[src/rtl/tod_event_sender.sv]
// Time-of-day event generator: emits a latch event on Pps, then serialises the seconds word as bit events.
// Optional macro TOD_AUTOINC_EN makes the seconds counter self-increment on each Pps.
module tod_event_sender #(
  parameter int unsigned GAP       = 2,
  parameter logic [7:0]  EVT_ZERO  = 8'h70,
  parameter logic [7:0]  EVT_ONE   = 8'h71,
  parameter logic [7:0]  EVT_LATCH = 8'h7D
) (
  input  logic        Clock,
  input  logic        ResetN,
  input  logic [7:0]  EventIn,
  input  logic        Pps,
  input  logic [31:0] SecondsIn,
  input  logic        SecondsLoad,
  output logic [7:0]  EventOut,
  output logic [31:0] Seconds,
  output logic        Busy,
  output logic        Overrun,
  output logic        Collision
);

  typedef enum logic [1:0] {
    StIdle,
    StShift,
    StGap
  } state_e;

  localparam logic [3:0] GapInit  = 4'(GAP);
  localparam state_e     AfterBit = (GAP == 0) ? StShift : StGap;

  state_e      state_q, state_d;
  logic [4:0]  bitPtr_q, bitPtr_d;
  logic [3:0]  gapCnt_q, gapCnt_d;
  logic [7:0]  event_q, event_d;
  logic [31:0] seconds_q, seconds_d;
  logic [31:0] shadow_q, shadow_d;
  logic        overrun_q, overrun_d;
  logic        collision_q, collision_d;
  logic        isReserved;

  always_comb begin
    state_d     = state_q;
    bitPtr_d    = bitPtr_q;
    gapCnt_d    = gapCnt_q;
    event_d     = 8'h00;
    seconds_d   = seconds_q;
    shadow_d    = shadow_q;
    overrun_d   = 1'b0;
    collision_d = 1'b0;
    isReserved  = (EventIn == EVT_ZERO) || (EventIn == EVT_ONE) || (EventIn == EVT_LATCH);

`ifdef TOD_AUTOINC_EN
    if (SecondsLoad) begin
      seconds_d = SecondsIn;
    end else if (Pps) begin
      seconds_d = seconds_q + 32'd1;
    end
`else
    if (SecondsLoad) begin
      seconds_d = SecondsIn;
    end
`endif

    // The shadow word is frozen at Pps so later loads cannot disturb a transfer in flight.
    if (Pps) begin
      shadow_d    = seconds_d;
      event_d     = EVT_LATCH;
      collision_d = (EventIn != 8'h00);
      overrun_d   = (state_q != StIdle);
      bitPtr_d    = 5'd31;
      gapCnt_d    = GapInit;
      state_d     = AfterBit;
    end else if ((state_q == StShift) && (EventIn == 8'h00)) begin
      event_d = shadow_q[bitPtr_q] ? EVT_ONE : EVT_ZERO;
      if (bitPtr_q == 5'd0) begin
        bitPtr_d = 5'd31;
        gapCnt_d = 4'd0;
        state_d  = StIdle;
      end else begin
        bitPtr_d = bitPtr_q - 5'd1;
        gapCnt_d = GapInit;
        state_d  = AfterBit;
      end
    end else begin
      if (isReserved) begin
        collision_d = 1'b1;
      end else begin
        event_d = EventIn;
      end
      if (state_q == StGap) begin
        if (gapCnt_q <= 4'd1) begin
          gapCnt_d = 4'd0;
          state_d  = StShift;
        end else begin
          gapCnt_d = gapCnt_q - 4'd1;
        end
      end
    end
  end

  always_ff @(posedge Clock) begin
    if (!ResetN) begin
      state_q     <= StIdle;
      bitPtr_q    <= 5'd31;
      gapCnt_q    <= 4'd0;
      event_q     <= 8'h00;
      seconds_q   <= 32'd0;
      shadow_q    <= 32'd0;
      overrun_q   <= 1'b0;
      collision_q <= 1'b0;
    end else begin
      state_q     <= state_d;
      bitPtr_q    <= bitPtr_d;
      gapCnt_q    <= gapCnt_d;
      event_q     <= event_d;
      seconds_q   <= seconds_d;
      shadow_q    <= shadow_d;
      overrun_q   <= overrun_d;
      collision_q <= collision_d;
    end
  end

  assign EventOut  = event_q;
  assign Seconds   = seconds_q;
  assign Busy      = (state_q != StIdle);
  assign Overrun   = overrun_q;
  assign Collision = collision_q;

endmodule

[config.mk]
export PLATFORM = sky130hd
export DESIGN_NAME = tod_event_sender
export DESIGN_NICKNAME = d
export VERILOG_FILES = /design/src/rtl/tod_event_sender.sv
export SDC_FILE = /design/constraint.sdc
export NUM_CORES = 1
export LEC_CHECK = 0
export ABC_AREA = 1
export ABC_CLOCK_PERIOD_IN_PS = 1900
export CORE_MARGIN = 5
export CORE_UTILIZATION = 45
export CTS_CLUSTER_DIAMETER = 50
export DETAILED_ROUTE_END_ITERATION = 16
export PLACE_DENSITY = 0.75
export SETUP_SLACK_MARGIN = 0.15
export SYNTH_ARGS = -nofsm -noshare
export SYNTH_HDL_FRONTEND = slang
export SYNTH_SLANG_ARGS = --single-unit
export TNS_END_PERCENT = 20
[constraint.sdc]
create_clock -name Clock -period 1.9 [get_ports Clock]
set_clock_uncertainty 0.2 [all_clocks]
set_input_delay 0.38 -clock Clock [delete_from_list [all_inputs] [get_ports Clock]]
set_output_delay 0.38 -clock Clock [all_outputs]
set_load 0.005 [all_outputs]
==> results of run 1 <==
-- per-layer routing --
metal | wire length [um] | part of all wire (%) | track usage, %
met2 | 3920 | 48 | 29.5
met3 | 540 | 6.6 | 5.19
met1 | 3670 | 45 | 22.1
met5 | 0 | 0 | 0
met4 | 97 | 1.2 | 7.59
-- cell usage after synthesis --
library cell | n | area share (%)
buf_4 | 1 | 0.22
xor2_1 | 1 | 0.26
nand2_1 | 75 | 8.3
a21oi_1 | 10 | 1.5
o31ai_1 | 2 | 0.45
buf_2 | 8 | 1.2
o21ai_0 | 18 | 2.7
nand3_1 | 30 | 4.5
mux2i_1 | 32 | 9.5
inv_2 | 2 | 0.22
o22ai_1 | 18 | 3.3
and3_1 | 1 | 0.19
nand4_1 | 3 | 0.56
ha_1 | 3 | 1.1
nor2_1 | 55 | 6.1
nor3_2 | 1 | 0.30
o211ai_1 | 3 | 0.67
buf_6 | 1 | 0.33
o21ai_1 | 2 | 0.30
inv_1 | 37 | 4.1
nand2_2 | 1 | 0.19
nor3_1 | 4 | 0.59
dfxtp_1 | 85 | 50
clkinv_2 | 1 | 0.15
nand3_4 | 1 | 0.52
nand3_2 | 1 | 0.30
nor2_2 | 2 | 0.37
a211oi_2 | 1 | 0.37
o21bai_1 | 1 | 0.22
clkbuf_1 | 9 | 1.0
-- worst min-delay path by stage --
stage	start	endpoint	slack [ns]	cells past startpoint
after CTS	shadow_q[9]	shadow_q[9]	0.27	2
after floorplan	shadow_q[17]	shadow_q[17]	0.23	2
after global routing	EventIn[1]	EventOut[1]	0.13	3
after detailed placement	shadow_q[26]	shadow_q[26]	0.25	2
final	EventIn[1]	EventOut[1]	0.13	3
after global placement	shadow_q[27]	shadow_q[27]	0.24	2
-- cells by family (layout without fill, tap and decap cells) --
group           after synthesis  after routing
buf+inv                      59            171
mux                          32             32
fa+ha+maj                     3              3
flops                        85             85
xor+xnor                      1              1
simple gates                174            175
compound gates               55             55
-- cell type report --
cell class                      count  area, um^2
Clock inverter                      4        23.8
Timing Repair Buffer              115        1120
Sequential cell                    85        1720
Multi-Input combinational cell    266        1450
Clock buffer                       12         145
Inverter                           40         155
Tap cell                           99         124
Fill cell                         646        2560
-- repair_timing --
item	in CTS	in global routing
hold endpoints to repair	0	0
endpoints found under the setup margin	42	46
cloned	0	1
pin swaps	0	7
setup buffers	1	4
resized for setup	15	18
-- metrics by stage --
step           hold WS, ns  utilization [%]  instance area (um^2)  instances  worst slack (ns)
2_1_floorplan        0.228                -                  3370        409             0.285
3_3_place_gp         0.242             61.4                  4480        599            -0.130
3_5_place_dp         0.248             61.4                  4480        599            -0.207
4_1_cts              0.268             63.8                  4650        616            0.0991
5_1_grt              0.130             64.9                  4730        621            0.0506
6_report             0.127             64.9                  4730        621             0.129
-- state kept, by name, summed over array words and instances, names as in the netlist --
register,flops
EventOut,8
Seconds,32
bitPtr_q,5
state_q,2
shadow_q,32
gapCnt_q,4
Overrun,1
Collision,1
-- power by group --
group	switching (uW)	internal, uW
registers	40.3	1880
clock network	610	508
logic	224	278
total	874	2660
==> results by group, run 1 <==
Status
  • Status: finished, final reports clean

Logic synthesis
  • Mux share of post-synthesis cell area: a little under a tenth
  • Seq cells post-synth: 85
  • Simple-gate share of the synthesized area: a little over a fifth
  • Post-synthesis instance area: between 0.003 and 0.004 mm^2
  • Yosys warns: 0
  • Cells after Synth: a little over 400
  • Distinct cells, synth: 30
  • Post-Synth XOR/XNOR Area: less than 1%
  • Register area share after synthesis: ~50%
  • Largest family of logic cells by synthesized area: simple AND/OR/NAND/NOR gates
  • Mean area per synthesized cell: 8.24 um^2
  • Synth Area in Adders: around 1.1%
  • Mapped Nets: 456
  • Compound-cell area share of the yosys netlist: 9.50%

Critical path
  • Crit path to: Seconds[9]
  • Cell depth of the worst setup path: 1
  • CP startpoint kind: flip-flop
  • CP delay by family, top: buffers and inverters
  • CP peak stage delay: 0.50 ns
  • Worst R2R Path Depth: 9
  • CP Launch Point: Seconds[9]
  • Worst Path Class, Setup: flip-flop to output port
  • Crit path cell chain: clkdlybuf4s50_1
  • Critical path endpoint category: output port
  • Reg2reg setup slack: around 0.26 ns
  • Crit Path Max Fanout: 2
  • Critical R2R Launch: gapCnt_q[0]
  • CP Buf/Inv Count: 1
  • Worst EP required: between 1 and 1.5 ns
  • Slowest cell on the critical path: clkdlybuf4s50_1
  • Worst Path Arrival: about 1.2 ns
  • R2R Path End: gapCnt_q[2]

STA
  • Min Tclk post-route: approximately 1.8 ns
  • Slew headroom: just under 80%
  • Setup tns final: 0 ns
  • Worst-Margin Slew: about 0.33 ns
  • RSZ-0062 raised after global routing: true
  • Max Slew Vio Count: 0
  • Max Freq: roughly 560 MHz
  • Final hold violation count: 0
  • Setup violators final: 0
  • Period Utilization, post-route: 93.2%

Clocking
  • # hold bufs at CTS: 0
  • Clock root buffer: clkbuf_8
  • Clock Path Buffers: 2
  • Clk slew on worst S/H paths: 0.08 ns
  • Clock Sink Count: 85
  • H-tree depth: 3
  • Clock network latency to the later pin of the worst-skew pair: 0.35 ns
  • Number of CTS-inserted buffers: 9
  • CTS tree: yes

Routing
  • DR pass1 iterations: 4
  • WL/cell: 13.2 um
  • Initial drt markers: approximately 150
  • Drc violations: 0
  • Vias/cell: ~5.0
  • Drt total wl: between 8000 and 9000 um
  • ANT nets after route: 0
  • Vias post-DR: approximately 3100

Job
  • Max-cap violation count: 0

Power
  • Pwr Density: 748 mW/mm^2
  • Maximum vdd drop: between 0.0003 and 0.0004 V
  • Pleak: ~0.0022 uW
  • Post-layout total power: around 3500 uW

Floorplanning
  • Row count: 31
  • Die height: 96.6 um
  • Die area: between 0.009 and 0.01 mm^2
  • Num ports: 87
  • Starting density of the core: 46.2%
  • Die W: roughly 97 um
  • Core area: ~0.0073 mm^2

Layout
  • Ant. Diodes: 0
  • Most frequent cells in the layout: dfxtp_1 (75), nand2_1 (75), clkdlybuf4s50_1 (70), nor2_1 (55), inv_1 (34)
  • # nets final: about 560
  • Share of cells above drive strength 1: 13.2%
  • Area grow syn2layout: 40.3%

Global route
  • GRT Total Usage: a little under a fifth
  • Overflow after GRT: 0
  • Vias in the first global route: between 2000 and 3000
  • First-pass GRT wire length: 13200 um
  • Largest net degree at the start of global routing: 36
  • Initial antenna violation count: 0

Min path
  • Path category of the worst min-delay check: input pin to flip-flop

Placed design
  • Port-buffer cells: 86
  • Post-DP HPWL: between 5000 and 6000 um
  • Placer Congestion: about 0.9
Power figures use the tool's default switching activity.
==> run 2: changes to the inputs <==
Settings changed: CTS_BUF_LIST set to sky130_fd_sc_hd__clkbuf_8, TNS_END_PERCENT 20 to 100.
==> run 2 against run 1 <==
Critical path depth is 2 higher; clock-buffer cell count fell by 2; non-clock buffer count unchanged; clock power barely moved; routed wire length grew 2.1%; first-iteration DRC count decreased by 13%; highest routed layer unchanged; largest cell class unchanged; sequential share of layout area grew 0.25 points; setup slack improved by 0.058 ns; die area stayed put; global-route usage hardly changed; largest power group unchanged.
==> results by group, run 2 (same netlist as run 1, synthesis figures left out) <==
Floorplanning
  • Row count: 31
  • Starting density of the core: about 46%
  • Die W: roughly 97 um
  • Num ports: between 80 and 90
  • Die height: just under 100 um
  • Die area: a little over 0.009 mm^2
  • Core area: between 0.007 and 0.008 mm^2

Global route
  • GRT Total Usage: approximately 18%
  • Vias in the first global route: ~2900
  • Overflow after GRT: 0
  • GR peak layer: met2
  • First-pass GRT wire length: 13100 um
  • Initial antenna violation count: 0
  • M2 GR Usage: between 20 and 30%
  • GR Layer Usage met3: under 10%
  • GR Layer Usage met1: 22.0%
  • Largest net degree at the start of global routing: 36

Critical path
  • Cell depth of the worst setup path: 3
  • R2R Path End: gapCnt_q[2]
  • Crit Path Max Fanout: 6
  • Worst Path Arrival: between 1 and 1.5 ns
  • Worst EP required: about 1.3 ns
  • CP Launch Point: state_q[1]
  • Crit path cell chain: inv_4, nand2_1, dlygate4sd2_1
  • Critical R2R Launch: gapCnt_q[0]
  • CP peak stage delay: between 0.3 and 0.4 ns
  • Worst R2R Path Depth: 9
  • Crit path to: Busy
  • Worst Path Class, Setup: flip-flop to output port
  • CP delay by family, top: flip-flops
  • Slowest cell on the critical path: dfxtp_2
  • Critical path endpoint category: output port
  • CP startpoint kind: flip-flop
  • Reg2reg setup slack: about 0.25 ns
  • CP Buf/Inv Count: 2

Routing
  • Initial drt markers: between 100 and 150
  • ANT nets after route: 0
  • Vias post-DR: 3150
  • Vias/cell: between 5 and 6
  • Drc violations: 0
  • Drt total wl: roughly 8400 um
  • DR pass1 iterations: 4
  • WL/cell: 13.5 um

Layout
  • FILL cells: between 600 and 700
  • Post-route cell area: between 0.004 and 0.005 mm^2
  • Most frequent cells in the layout: dfxtp_1 (75), nand2_1 (75), nor2_1 (55), dlygate4sd2_1 (42), clkdlybuf4s50_1 (41)
  • Ant. Diodes: 0
  • # nets final: between 500 and 600
  • Area grow syn2layout: 39.5%
  • Share of cells above drive strength 1: between 10% and 20%

Power
  • Seq pwr share: 54.5%
  • Maximum vdd drop: 0.000393 V
  • Switch Pwr: 889 uW
  • Switching Fraction: 25.3%
  • Combinational Power Share: 13.6%
  • P_int: ~2600 uW
  • Pwr Density: 747 mW/mm^2
  • Clock share of power: between 30% and 40%
  • Pleak: approximately 0.0022 uW
  • Post-layout total power: between 3000 and 4000 uW

Min path
  • Path category of the worst min-delay check: input pin to flip-flop

STA
  • Final hold violation count: 0
  • RSZ-0062 raised after global routing: false
  • WHS: ~0.13 ns
  • Period Utilization, post-route: 90.1%
  • Min Tclk post-route: 1.71 ns
  • Max Slew Vio Count: 0
  • Setup violators final: 0
  • Slew headroom: a little under 80%
  • Max Freq: between 500 and 600 MHz
  • Setup tns final: 0 ns
  • Worst-Margin Slew: 0.321 ns

Clocking
  • CTS tree: yes
  • Clock Sink Count: 85
  • Clock Path Buffers: 2
  • Clk slew on worst S/H paths: 0.08 ns
  • Clock root buffer: clkbuf_8
  • # hold bufs at CTS: 0
  • H-tree depth: 3
  • Number of CTS-inserted buffers: 9
  • Clock network latency to the later pin of the worst-skew pair: 0.36 ns

Job
  • Max-cap violation count: 0

Placed design
  • Placer Congestion: 0.886
  • Post-DP HPWL: between 5000 and 6000 um
  • Port-buffer cells: between 80 and 90
  • DP Area: about 0.0045 mm^2

Status
  • Status: finished, final reports clean
-- run 2: changes by cell type in the layout (fill, tap and decap cells not counted), moves of 2 or more --
| cell | previous run | this run |
|---|---|---|
| clkbuf_1 | 2 | 0 |
| dlygate4sd2_1 | 8 | 42 |
| dlymetal6s2s_1 | 7 | 2 |
| buf_4 | 26 | 24 |
| buf_6 | 0 | 2 |
| clkdlybuf4s50_1 | 70 | 41 |
-- run 2: worst min path at each step --
stage | from | to | slack [ns] | depth (start not counted)
6_report | EventIn[1] | EventOut[1] | 0.13 | 3
3_5_place_dp | shadow_q[26] | shadow_q[26] | 0.25 | 2
2_1_floorplan | shadow_q[17] | shadow_q[17] | 0.23 | 2
4_1_cts | shadow_q[9] | shadow_q[9] | 0.27 | 2
5_1_grt | EventIn[1] | EventOut[1] | 0.15 | 3
3_3_place_gp | shadow_q[27] | shadow_q[27] | 0.24 | 2
-- run 2: what timing repair did --
action / in CTS / in global routing
resized for setup: 53 / 17
endpoints found under the setup margin: 42 / 12
buffers inserted: 1 / 4
gates cloned: 0 / 1
hold endpoints to repair: 0 / 0
pin swaps: 0 / 7
-- run 2: power groups by stage --
stage | registers (uW) | logic [uW] | clock network, uW
4_1_cts | 1920 | 477 | 1140
3_3_place_gp | 1960 | 495 | 0
6_report | 1920 | 478 | 1120
5_1_grt | 1930 | 526 | 1220
3_5_place_dp | 1960 | 507 | 0
2_1_floorplan | 1960 | 215 | 0
-- run 2: final cells by class --
cell class	count	area [um^2]	area share [%]
Clock inverter	6	31.3	0.665
Timing Repair Buffer	115	1070	22.8
Inverter	40	158	3.35
Multi-Input combinational cell	266	1460	31.1
Clock buffer	10	138	2.93
Sequential cell	85	1720	36.5
Tap cell	99	124	2.63
-- run 2: per-stage QoR --
stage / worst slack (ns) / utilization [%] / instances
2_1_floorplan: 0.285 / - / 409
3_3_place_gp: -0.130 / 61.4 / 599
3_5_place_dp: -0.207 / 61.4 / 599
4_1_cts: 0.150 / 63.3 / 616
5_1_grt: 0.127 / 64.5 / 621
6_report: 0.187 / 64.5 / 621
-- run 2: worst reg2reg max path, stage by stage, from the launching register on --
cell and delay (ns):
dfxtp_1 0.39, inv_1 0.08, ha_1 0.23, nor2_1 0.10
nor3_1 0.05, inv_1 0.11, nand2_1 0.08, nand2_1 0.12
nand2_1 0.08, nor3_2 0.16
-- run 2: per-layer routing --
layer,vias up,wire [um]
li1,1564,-
met1,1478,3670
met2,98,4000
met3,10,599
met4,0,128
met5,-,0
==> run 3: changes to the inputs <==
Settings changed: CAP_MARGIN set to 20.
==> results of run 3 <==
The final DEF is identical to that of run 2; final timing and power are the same.
